`src/rtl/uart_pkg.sv`:
```
// uart_pkg: encodings and constants shared by the UART receive and transmit paths.
//   - Frame-state encodings: IDLE, START_BIT, DATA_BITS, STOP_BIT, and BREAK (receive side only).
//   - DATA_BITS_N: the number of data bits in each frame.
//   - maj3: a 2-of-3 majority helper, used when UART_RX_MAJORITY_EN is defined.
package uart_pkg;

  localparam logic [2:0] IDLE      = 3'd0;
  localparam logic [2:0] START_BIT = 3'd1;
  localparam logic [2:0] DATA_BITS = 3'd2;
  localparam logic [2:0] STOP_BIT  = 3'd3;
  localparam logic [2:0] BREAK     = 3'd4;

  localparam int DATA_BITS_N = 8;

  function automatic logic maj3(input logic a, input logic b, input logic c);
    return (a & b) | (a & c) | (b & c);
  endfunction

endpackage

```
`src/rtl/sync2.sv`:
```
// sync2: a two-flop synchronizer that brings an asynchronous pin input into the clk domain.
//   RESET_VAL sets the value both flops take during reset. Choose the idle level of the pin,
//   so that no spurious edge appears when reset is released.
// Ports:
//   clk    in  system clock
//   rst_n  in  asynchronous active-low reset
//   d      in  asynchronous input
//   q      out synchronized output, delayed by 2 cycles
module sync2 #(
  parameter logic RESET_VAL = 1'b1
) (
  input  logic clk,
  input  logic rst_n,
  input  logic d,
  output logic q
);

  logic meta;

  always_ff @(posedge clk or negedge rst_n) begin
    if (!rst_n) begin
      meta <= RESET_VAL;
      q    <= RESET_VAL;
    end else begin
      meta <= d;
      q    <= meta;
    end
  end

endmodule

```
`src/rtl/uart_rx.sv`:
```
// uart_rx: an 8N1 asynchronous serial receiver. Bits arrive LSB first.
//   It holds each received byte in a single-entry output register and raises sticky
//   overrun and framing-error flags.
//   Build option UART_RX_MAJORITY_EN: when defined, each sample point takes a 2-of-3 majority
//   of rx_s at the nominal count -2, -1 and 0. When undefined, it takes a single sample.
// Ports:
//   clk        in   system clock
//   rst_n      in   asynchronous active-low reset
//   rx         in   serial line (asynchronous to clk, idles high)
//   re         in   read strobe: consumes dout and clears the error flags
//   dout       out  [7:0] last received byte
//   valid      out  dout holds an unread byte
//   overrun    out  sticky: a byte was dropped while valid=1
//   frame_err  out  sticky: the stop bit was sampled low
//
// state     | meaning
// ----------+-----------------------------------------------------------
// IDLE      | line idle; waits for rx_s low
// START_BIT | counts to mid start bit; confirms low, or treats it as a glitch
// DATA_BITS | samples 8 data bits, one per CLKS_PER_BIT, LSB first
// STOP_BIT  | samples the stop bit; delivers the byte or flags a framing error
// BREAK     | line held low after a bad stop; waits for the line to go high
module uart_rx
  import uart_pkg::*;
#(
  parameter int CLKS_PER_BIT = 1000
) (
  input  logic       clk,
  input  logic       rst_n,
  input  logic       rx,
  input  logic       re,
  output logic [7:0] dout,
  output logic       valid,
  output logic       overrun,
  output logic       frame_err
);

  localparam logic [15:0] HALF_CNT = 16'((CLKS_PER_BIT - 1) / 2);
  localparam logic [15:0] LAST_CNT = 16'(CLKS_PER_BIT - 1);
  localparam logic [2:0]  LAST_IDX = 3'(DATA_BITS_N - 1);

  logic        rx_s;
  logic        bit_val;
  logic [2:0]  state_q, state_d;
  logic [15:0] cnt_q, cnt_d;
  logic [2:0]  idx_q, idx_d;
  logic [7:0]  shift_q, shift_d;
  logic        deliver;
  logic        frame_evt;

  sync2 #(.RESET_VAL(1'b1)) u_sync_rx (
    .clk   (clk),
    .rst_n (rst_n),
    .d     (rx),
    .q     (rx_s)
  );

`ifdef UART_RX_MAJORITY_EN
  // Holds rx_s from the previous two cycles. The counter advances once per cycle
  // inside a state, so at the nominal count these are the -1 and -2 captures.
  logic [1:0] hist_q;

  always_ff @(posedge clk or negedge rst_n) begin
    if (!rst_n) hist_q <= 2'b11;
    else        hist_q <= {hist_q[0], rx_s};
  end

  assign bit_val = maj3(rx_s, hist_q[0], hist_q[1]);
`else
  assign bit_val = rx_s;
`endif

  always_comb begin
    state_d   = state_q;
    cnt_d     = cnt_q + 16'd1;
    idx_d     = idx_q;
    shift_d   = shift_q;
    deliver   = 1'b0;
    frame_evt = 1'b0;
    case (state_q)
      IDLE: begin
        cnt_d = '0;
        if (!rx_s) state_d = START_BIT;
      end
      START_BIT: begin
        if (cnt_q == HALF_CNT) begin
          cnt_d   = '0;
          idx_d   = '0;
          state_d = bit_val ? IDLE : DATA_BITS;
        end
      end
      DATA_BITS: begin
        if (cnt_q == LAST_CNT) begin
          cnt_d   = '0;
          shift_d = {bit_val, shift_q[7:1]};
          idx_d   = idx_q + 3'd1;
          if (idx_q == LAST_IDX) state_d = STOP_BIT;
        end
      end
      STOP_BIT: begin
        if (cnt_q == LAST_CNT) begin
          cnt_d = '0;
          if (bit_val) begin
            deliver = 1'b1;
            state_d = IDLE;
          end else begin
            frame_evt = 1'b1;
            state_d   = BREAK;
          end
        end
      end
      BREAK: begin
        // Wait for the line to go high, so a held-low line cannot look like a new start bit.
        cnt_d = '0;
        if (rx_s) state_d = IDLE;
      end
      default: begin
        cnt_d   = '0;
        state_d = IDLE;
      end
    endcase
  end

  always_ff @(posedge clk or negedge rst_n) begin
    if (!rst_n) begin
      state_q <= IDLE;
      cnt_q   <= '0;
      idx_q   <= '0;
      shift_q <= '0;
    end else begin
      state_q <= state_d;
      cnt_q   <= cnt_d;
      idx_q   <= idx_d;
      shift_q <= shift_d;
    end
  end

  // A read clears everything. A delivery or error in the same cycle then takes priority over the read.
  always_ff @(posedge clk or negedge rst_n) begin
    if (!rst_n) begin
      dout      <= '0;
      valid     <= 1'b0;
      overrun   <= 1'b0;
      frame_err <= 1'b0;
    end else begin
      if (re) begin
        valid     <= 1'b0;
        overrun   <= 1'b0;
        frame_err <= 1'b0;
      end
      if (deliver) begin
        if (!valid || re) begin
          dout  <= shift_q;
          valid <= 1'b1;
        end else begin
          overrun <= 1'b1;
        end
      end
      if (frame_evt) frame_err <= 1'b1;
    end
  end

endmodule
```
`config.mk`:
```
export PLATFORM = sky130hd
export DESIGN_NAME = uart_rx
export DESIGN_NICKNAME = d
export VERILOG_FILES = /design/src/rtl/uart_pkg.sv /design/src/rtl/sync2.sv /design/src/rtl/uart_rx.sv
export SDC_FILE = /design/constraint.sdc
export NUM_CORES = 1
export LEC_CHECK = 0
export BUFFER_PORTS_ARGS = -buffer_cell sky130_fd_sc_hd__buf_2
export CAP_MARGIN = 20
export CORE_UTILIZATION = 28
export CTS_BUF_LIST = sky130_fd_sc_hd__clkbuf_8
export CTS_CLUSTER_SIZE = 40
export DETAILED_ROUTE_END_ITERATION = 7
export GPL_ROUTABILITY_DRIVEN = 0
export GPL_TIMING_DRIVEN = 0
export PLACE_DENSITY = 0.41
export REMOVE_ABC_BUFFERS = 1
export SYNTH_ARGS = -nofsm -noshare
export SYNTH_HDL_FRONTEND = slang
export SYNTH_HIERARCHICAL = 1
export SYNTH_SLANG_ARGS = --single-unit
```
`constraint.sdc`:
```
create_clock -name clk -period 4.4 [get_ports clk]
set_input_delay 0.66 -clock clk [delete_from_list [all_inputs] [get_ports clk]]
set_output_delay 0.66 -clock clk [all_outputs]
set_load 0.01 [all_outputs]
```
==> flow_results.org <==
** STA
- Tightest hold margin :: about 0.31 ns
- Clock skew :: approximately 0.0095 ns
- Post-layout minimum cycle time :: around 2.4 ns
- Setup repair after global routing missed its margin :: no
- Max Freq :: roughly 420 MHz
- Of the available clock period, the critical path in the final layout requires 0.544.
- Final count of pins violating max slew :: 0
- Measured against its own limit, the worst slew margin works out to 0.430.
- Final Setup Violations :: 0
- Tightest Pin Transition :: 0.855 ns
- The number of hold violations in the final report was 0.
- Summed over all failing endpoints, the final setup total negative slack is 0 ns.

** Place
- The placed instances occupy a cell area of about 0.0021 mm².
- In this run the tool buffered the top-level ports with 14 buffer cells.
- Half-perimeter wire length after detailed placement :: 2.60 mm

** Critical path
- Kind of critical path :: reg -> reg
- Along the worst path, the maximum fanout reaches 17.
- Startpoint class of the critical path :: register
- Required time of the critical path :: between 4 and 5 ns
- CP Capture Type :: register
- STA puts the critical path data arrival time at 2.54 ns.

** Synthesis
- Among all cell types in the netlist, the one instantiated most often is dfrtp_1.
- Of the post-synthesis cell area, the dominant cell type holds 0.520.
- The cell area that synthesis handed to floorplanning was ~0.0020 mm².
- For this run, the register share of the synthesized area comes to 0.546.
- Top cell type by total area after synthesis :: dfrtp_1
- Leading cell types by count after synthesis :: dfrtp_1, nor2_1, nand2_1
- In the synthesized netlist, the number of instances is approximately 170.
- Number of synthesized register bits :: 43
- Area contributors post-synth :: dfrtp_1, mux2_4, mux2_1
- For this run, the number of Yosys warnings is 6.
- For this run, the leading register cell type out of synthesis is dfrtp_1.
- Number of synthesized flops with an enable pin :: 0
- In this run, distinct cell masters in the synthesized netlist total 44.
- Share of synthesized flip-flops with an asynchronous set or reset :: 1.00
- In this run the mean area of a mapped cell was between 10 and 15 µm².

** Clock tree
- Clock sink total :: 43
- After clock tree synthesis, the clock-pin slew on the worst setup and hold paths is ~0.09 ns.
- Insertion delay of the later-clocked pin in the worst-skew pair :: approximately 0.3 ns
- Number of resized instances in the post-cts repair step :: 0
- Hold repair after CTS inserted 0 buffers.
- Max H-tree Level :: 2
- Buffer count from post-CTS setup fixing :: 0
- Clock root buffer :: clkbuf_8
- Clock tree from TritonCTS :: yes
- Counting the buffers created by CTS gives 5.
- No sink is reached through more buffers than the 2 on the longest clock path.

** Layout
- Fraction of final layout cells with drive strength greater than 1 :: 0.208
- Antenna diodes :: 0
- After routing the design area is between 0.002 and 0.0025 mm².
- Relative to the synthesized area, the layout overhead comes to 13.2%.
- After the last flow step, the layout net total stands at 189.

** Drt
- ANT nets after route :: 0
- After detailed routing, the average wire length per cell comes to approximately 13 µm.
- Vias per cell :: about 4.7
- The first TritonRoute pass finished after 4 iterations.
- Initial DRC Count :: 81
- DRT Wirelength :: ~3.7 mm
- The routed layout has 1298 vias.
- Residual DRC count :: 0

** Global routing
- Total Routing Usage GR :: 0.117
- The initial antenna violation count came to 0.
- Total global routing overflow :: 0
- The first global-routing pass estimated about 6.7 mm of wire.
- Vias in the first global route :: 1423
- Entering global routing, the biggest net connects 44 pins.

** Die
- Area of the core :: just under 0.007 mm²
- After floorplanning, the core was divided into 30 placement rows.
- The initial utilization of the core area, before any placement, comes to 0.291.
- Die height :: 86.0 µm
- 15 I/O pins were placed.
- Die width :: ~86 µm
- The floorplan step defined a die boundary enclosing 0.00739 mm².

** Status
- The run finished with clean final reports.

** Power and ir drop
- Leakage :: 1.07 nW
- Pwr/cell area :: 294 mW/mm²
- VDD sags by at most between 0.1 and 0.15 mV.

** Hold path
- The path class of the tightest hold or removal check is in -> async.

** Job
- Max_cap viols :: 0
[area by class of cell]
type / count / area, µm²
fill: 680 / 4560
sequential: 43 / 1080
multi-input combinational: 110 / 828
tap: 96 / 120
timing repair buffer: 15 / 97.6
clock buffer: 5 / 68.8
inverter: 7 / 26.3
clock inverter: 3 / 16.3
[per-stage QoR]
stage	worst slack, ns	power (mW)	std cells	utilization
after CTS	1.97	0.664	278	0.325
after global routing	1.78	0.691	279	0.329
after floorplan	2.45	0.406	160	-
final	2.01	0.657	279	0.329
after detailed placement	1.97	0.416	270	0.313
after global placement	2.05	0.416	270	0.313
[worst max-delay path, stage by stage (launching register included)]
cell,delay [ns]
dfrtp_1,0.39
ha_1,0.24
nor4b_2,0.35
nand4b_1,0.30
a32oi_2,0.80
a21oi_1,0.16
[flip-flops by register name, summed over array words and instances, names as in the netlist]
register,count
state_q,3
dout,8
u_sync_rx/meta,1
idx_q,3
overrun,1
frame_err,1
u_sync_rx/q,1
valid,1
shift_q,8
cnt_q,16
[report_power, final]
group          total, mW  switching [mW]  leakage, nW  internal (mW)
Sequential         0.398         0.00128        0.579          0.397
Combinational     0.0125         0.00871        0.451        0.00383
Clock              0.247           0.138       0.0453          0.109
Total              0.657           0.148         1.07          0.509
[path summary, 6_finish.rpt]
check | depth (start not counted) | startpoint | slack (ns) | endpoint
worst max-delay path | 5 | cnt_q[0] | 2.01 | state_q[0]
worst min-delay path | 1 | rst_n | 0.31 | shift_q[4]
worst max register to register | 5 | cnt_q[0] | 2.01 | state_q[0]
worst min register to register | 0 | u_sync_rx/meta | 0.36 | u_sync_rx/q
max in group asynchronous | 2 | rst_n | 3.52 | u_sync_rx/meta
min in group clk | 0 | u_sync_rx/meta | 0.36 | u_sync_rx/q
[cells in the final DEF (no fill, tap or decap), types with 2 or more instances in the layout]
master | synthesis | layout
or3_1 | 3 | 3
xor2_1 | 5 | 5
and4_1 | 2 | 2
mux2_2 | 2 | 2
mux2_1 | 7 | 7
ha_1 | 3 | 3
mux2i_1 | 2 | 2
nor3_1 | 2 | 2
nor2_1 | 17 | 17
nor4_1 | 2 | 2
a21oi_1 | 5 | 5
dfstp_2 | 2 | 2
nand3_1 | 3 | 3
nand2_1 | 8 | 8
nor2b_1 | 2 | 2
clkbuf_8 | 0 | 5
buf_2 | 0 | 14
dfrtp_1 | 41 | 41
o21ai_0 | 7 | 7
inv_1 | 7 | 8
o21ai_1 | 2 | 2
and2_1 | 2 | 2
xnor2_1 | 6 | 6
mux2_4 | 6 | 6
nand4_1 | 6 | 6
[kinds of logic after synthesis]
| group | count (synthesis) | synth area share |
|---|---|---|
| multiplexers | 17 | 0.107 |
| AO/OA/AOI/OAI | 22 | 0.0710 |
| flip-flops | 43 | 0.546 |
| adder cells (fa/ha/maj) | 3 | 0.0190 |
| buffers and inverters | 13 | 0.0342 |
| XOR/XNOR | 11 | 0.0488 |
| AND/OR/NAND/NOR | 57 | 0.174 |
[metal layers]
metal / up-vias / global-route usage / part of all wire
met3: 10 / 0.0308 / 0.035
met1: 650 / 0.138 / 0.45
li1: 617 / - / -
met2: 21 / 0.195 / 0.49
met4: 0 / 0.0621 / 0.026
met5: - / 0 / 0
No activity file was read; power rests on OpenSTA's default activity.
